$ cat config.mk
export PLATFORM = sky130hd
export DESIGN_NAME = router_fsm_nch
export DESIGN_NICKNAME = d
export VERILOG_FILES = /design/src/rtl/router_fsm_nch.sv
export SDC_FILE = /design/constraint.sdc
export NUM_CORES = 1
export LEC_CHECK = 0
export BUFFER_PORTS_ARGS = -buffer_cell sky130_fd_sc_hd__buf_4
export CORE_ASPECT_RATIO = 0.6
export CORE_MARGIN = 5
export CORE_UTILIZATION = 40
export CTS_CLUSTER_DIAMETER = 150
export DETAILED_ROUTE_END_ITERATION = 10
export HOLD_SLACK_MARGIN = 0.12
export PLACE_DENSITY = 0.63
export SKIP_LAST_GASP = 1
export SLEW_MARGIN = 20
export SYNTH_ARGS = -nofsm -noshare
export SYNTH_HDL_FRONTEND = slang
export SYNTH_SLANG_ARGS = --single-unit
$ cat constraint.sdc
create_clock -name clk -period 2.35 [get_ports clk]
set_clock_uncertainty 0.05 [all_clocks]
set_input_delay 0.47 -clock clk [delete_from_list [all_inputs] [get_ports clk]]
set_output_delay 0.47 -clock clk [all_outputs]
set_load 0.02 [all_outputs]
$ cat src/rtl/router_fsm_nch.sv
// Packet controller for one input port feeding NUM_CH output FIFOs: header decode,
// payload/parity load, full-FIFO stall, bounded wait for an empty FIFO, and packet drop.
module router_fsm_nch #(
  parameter int NUM_CH   = 3,
  parameter int ADDR_W   = 2,
  parameter int WAIT_MAX = 16
) (
  input  logic              clk,
  input  logic              rst,
  input  logic [ADDR_W-1:0] data_in,
  input  logic              pkt_valid,
  input  logic              fifo_full,
  input  logic [NUM_CH-1:0] fifo_empty,
  input  logic [NUM_CH-1:0] soft_rst,
  input  logic              parity_done,
  input  logic              low_packet_valid,
  output logic              write_enb_reg,
  output logic              detect_add,
  output logic              lfd_state,
  output logic              ld_state,
  output logic              laf_state,
  output logic              full_state,
  output logic              rst_int_reg,
  output logic              busy,
  output logic              drop_state,
  output logic              wait_timeout,
  output logic [ADDR_W-1:0] cur_addr
);

  localparam int CNT_W = (WAIT_MAX > 0) ? $clog2(WAIT_MAX + 1) : 1;
  localparam int NSEL  = 2 ** ADDR_W;
  localparam logic [ADDR_W:0]  CH_LIM   = (ADDR_W + 1)'(NUM_CH);
  localparam logic [CNT_W-1:0] CNT_LAST = CNT_W'(WAIT_MAX - 1);
  localparam logic [CNT_W-1:0] CNT_MAX  = CNT_W'(WAIT_MAX);
  localparam bit               TO_EN    = (WAIT_MAX != 0);

  typedef enum logic [3:0] {
    S_DA   = 4'd0,
    S_LFD  = 4'd1,
    S_LD   = 4'd2,
    S_FFS  = 4'd3,
    S_LAF  = 4'd4,
    S_LP   = 4'd5,
    S_CPE  = 4'd6,
    S_WTE  = 4'd7,
    S_DROP = 4'd8
  } state_t;

  state_t            r_state;
  state_t            w_next;
  logic [ADDR_W-1:0] r_cur_addr;
  logic [CNT_W-1:0]  r_wait_cnt;
  logic              r_wait_timeout;
  logic [NSEL-1:0]   w_empty_vec;
  logic [NSEL-1:0]   w_soft_vec;
  logic              w_addr_bad;
  logic              w_timeout_hit;

  // Flags padded to the full address space so nonexistent channels read as 0.
  always_comb begin
    w_empty_vec = '0;
    w_soft_vec  = '0;
    w_empty_vec[NUM_CH-1:0] = fifo_empty;
    w_soft_vec[NUM_CH-1:0]  = soft_rst;
  end

  assign w_addr_bad    = ({1'b0, data_in} >= CH_LIM);
  assign w_timeout_hit = TO_EN && (r_wait_cnt == CNT_LAST);

  always_ff @(posedge clk or posedge rst) begin
    if (rst) begin
      r_state        <= S_DA;
      r_cur_addr     <= '0;
      r_wait_cnt     <= '0;
      r_wait_timeout <= 1'b0;
    end else begin
      r_state <= w_next;
      if (r_state == S_DA && pkt_valid) r_cur_addr <= data_in;
      if (r_state != S_WTE)             r_wait_cnt <= '0;
      else if (r_wait_cnt != CNT_MAX)   r_wait_cnt <= r_wait_cnt + CNT_W'(1);
      r_wait_timeout <= (r_state == S_WTE) && (w_next == S_DROP);
    end
  end

  always_comb begin
    w_next = r_state;
    if (r_state != S_DA && w_soft_vec[r_cur_addr]) begin
      w_next = S_DA;
    end else begin
      case (r_state)
        S_DA: begin
          if (pkt_valid) begin
            if (w_addr_bad)                w_next = S_DROP;
            else if (w_empty_vec[data_in]) w_next = S_LFD;
            else                           w_next = S_WTE;
          end
        end
        S_LFD: w_next = S_LD;
        S_LD: begin
          if (fifo_full)       w_next = S_FFS;
          else if (!pkt_valid) w_next = S_LP;
        end
        S_FFS: if (!fifo_full) w_next = S_LAF;
        S_LAF: begin
          if (parity_done)           w_next = S_DA;
          else if (low_packet_valid) w_next = S_LP;
          else                       w_next = S_LD;
        end
        S_LP:  w_next = S_CPE;
        S_CPE: w_next = fifo_full ? S_FFS : S_DA;
        // An emptied FIFO takes priority over a timeout in the same cycle.
        S_WTE: begin
          if (w_empty_vec[r_cur_addr]) w_next = S_LFD;
          else if (w_timeout_hit)      w_next = S_DROP;
        end
        S_DROP: if (!pkt_valid) w_next = S_DA;
        default: w_next = S_DA;
      endcase
    end
  end

  // Input handshake: busy=1 asks the input port to hold its byte; a byte is taken
  // on every cycle with pkt_valid=1 and busy=0 (in DROP it is taken and discarded).
  always_comb begin
    detect_add    = 1'b0;
    lfd_state     = 1'b0;
    ld_state      = 1'b0;
    laf_state     = 1'b0;
    full_state    = 1'b0;
    rst_int_reg   = 1'b0;
    drop_state    = 1'b0;
    busy          = 1'b0;
    write_enb_reg = 1'b0;
    case (r_state)
      S_DA:   detect_add = 1'b1;
      S_LFD:  begin lfd_state = 1'b1; busy = 1'b1; end
      S_LD:   begin ld_state = 1'b1; write_enb_reg = 1'b1; end
      S_FFS:  begin full_state = 1'b1; busy = 1'b1; end
      S_LAF:  begin laf_state = 1'b1; write_enb_reg = 1'b1; busy = 1'b1; end
      S_LP:   begin write_enb_reg = 1'b1; busy = 1'b1; end
      S_CPE:  begin rst_int_reg = 1'b1; busy = 1'b1; end
      S_WTE:  busy = 1'b1;
      S_DROP: drop_state = 1'b1;
      default: detect_add = 1'b1;
    endcase
  end

  assign wait_timeout = r_wait_timeout;
  assign cur_addr     = r_cur_addr;

endmodule

==> run summary <==
Status: completed
Final Cycle Share: 89.4%
Crit Path Class: flip-flop to output port
Clock latency at the later pin of the worst-skew pair: 270 ps
Inserted Diodes: 0
Hold Crit Class: primary input to asynchronous set/reset pin
Area growth from synthesis to layout: 28.3%
Cell area after synthesis: 872 µm²
Ys async rst share: 100%
RSZ-0062 raised after global routing: no
Cells after synthesis: 98
Leading area contributor after synthesis: dfrtp_1
Post-CTS sizing: 0
GPL Wtd Cong: 0.772
VDD IR-drop max: 0.000438 V
Yosys warning count: 0
First-pass iteration count of the detailed router: 4
Final HPWL DP: 1630 µm
Most common cell in the netlist: dfrtp_1
Depth of the most critical reg-to-reg path: 4
DR iter-0 viols: 20
Root Driver: clkbuf_4
Startpoint type of the worst setup path: flip-flop
Slew @ Worst Pin: 529 ps
Die Width: 70.3 µm
WL/cell: 13.6 µm
Final Hold Vio Count: 0
Final setup margin: 250 ps
Seq/Total Area, Yosys: 34.4%
Clk sinks: 12
Post-place setup slack: 531 ps
Routed vias/inst: 5.20
Yosys reg bits: 12
Post-synth top flop: dfrtp_1
FILL cells: 200
Slew Limit Fails: 0
Syn Area/Cell: 8.90 µm²
Top cells by area, synth: dfrtp_1 34%, mux2i_1 5.7%, nor2_1 4.7%
Post-Syn Nets: 115
Drt total wl: 2080 µm
Fin Hold WS: 154 ps
Leak: 0.515 nW
Net count, final: 141
Highest fanout seen on the critical path: 13
Initial antenna violation count: 0
Die H: 46.2 µm
Vias in the first global route: 716
Initial core utilization: 41.2%
Fmax: 476 MHz
Total CTS buffers: 3
Row count: 13
Req. time, crit path: 1830 ps
Drc violations: 0
Final ANT Viol Nets: 0
Setup TNS: 0 ps
Max Cap Violations: 0
Via count: 795
Largest net degree at the start of global routing: 18
Pwr dens: 995 mW/mm²
CTS tree: done
H-tree Lvls: 1
Num ports: 26
Clock-pin slew of the registers on the worst-case setup and hold paths: 70 ps
Postcts setup bufs: 0
Final Setup Violations: 0
Critical Path End Type: output port
Post-synth EDFFs: 0
Worst Path Arrival: 1580 ps
CORE AREA: 0.00211 mm²
Port Buffer Count: 25
Total GRT Usage: 13.6%
CTS max path bufs: 2
Area share of the largest cell type after synthesis: 34.4%
Top post-synthesis cells by count: 12 x dfrtp_1, 11 x nor2_1, 8 x inv_1, 6 x a21oi_1, 5 x mux2i_1
CTS Hold Buffers Added: 0
Layout cells sized above 1: 29.3%
Global-route wire length before repair: 3520 µm
GRT overflow: 0
Slew headroom: 64.4%
Netlist cell types: 37
Post-route minimum period: 2100 ps
Die area: 0.00324 mm²
-- cell families after synthesis --
logic type      after synthesis  synth area share (%)
compound gates               21                  17.5
xor+xnor                      4                  4.02
fa+ha+maj                     4                  5.45
buf+inv                      12                  5.16
flops                        12                  34.4
mux                           7                  8.32
simple gates                 38                  25.1
-- state kept, by name, indices dropped and copies added (netlist names) --
register / cells
cur_addr: 2
r_state: 4
wait_timeout: 1
r_wait_cnt: 5
-- final timing paths --
kind | from | to | slack [ps]
setup / recovery | r_state[2] | detect_add | 250
hold / removal | rst | wait_timeout | 150
setup reg to reg | r_state[2] | r_state[1] | 490
hold reg to reg | r_wait_cnt[3] | r_wait_cnt[3] | 520
max in group asynchronous | rst | cur_addr[1] | 1780
min in group clk | data_in[0] | cur_addr[0] | 440
-- report_power, final --
group          switching, mW  internal (mW)  total [mW]
registers              0.115          0.248       0.363
clock network         0.0643         0.0941       0.158
logic                  0.295          0.296       0.591
-- area by class of cell --
| cell class | count | area [µm²] | share of cell area (%) |
|---|---|---|---|
| repair buffers | 25 | 188 | 16.8 |
| flip-flops and latches | 12 | 300 | 26.8 |
| inverters | 8 | 30.0 | 2.68 |
| clock buffers | 4 | 36.3 | 3.24 |
| multi-input cells | 74 | 527 | 47.1 |
| well taps | 30 | 37.5 | 3.36 |
-- metrics by stage --
| stage | instance area [µm²] | power [mW] | std cells | utilization (%) |
|---|---|---|---|---|
| 6_report | 1120 | 1.11 | 153 | 52.9 |
| 5_1_grt | 1120 | 1.19 | 153 | 52.9 |
| 4_1_cts | 1120 | 1.12 | 153 | 52.9 |
| 3_5_place_dp | 1080 | 0.958 | 149 | 51.2 |
| 3_3_place_gp | 1080 | 0.951 | 149 | 51.2 |
| 2_1_floorplan | 872 | 0.748 | 98 | - |
-- layout by cell type (no fill, tap or decap), types with 3 or more instances in the layout --
master,n
inv_1,8
clkbuf_4,3
a21o_1,3
mux2i_1,5
dfrtp_1,12
nor2_1,11
buf_4,25
ha_1,3
nor3_1,4
nand2b_1,3
xnor2_1,3
a21oi_1,6
nand3b_1,3
nand2_1,3
-- routing by layer --
metal  GRT usage, %  up-vias  wire (µm)
met5              0        -          0
met4           1.15        0          0
met3           3.70        0        130
met2           18.4       25        782
met1           21.7      367       1170
li1               -      403          -
-- worst max-delay path: stages, from the launching register on --
cell	delay, ps
dfrtp_1	530
or3_4	470
xnor2_1	150
buf_4	160
Note: power is estimated with default switching activity, not from simulation.
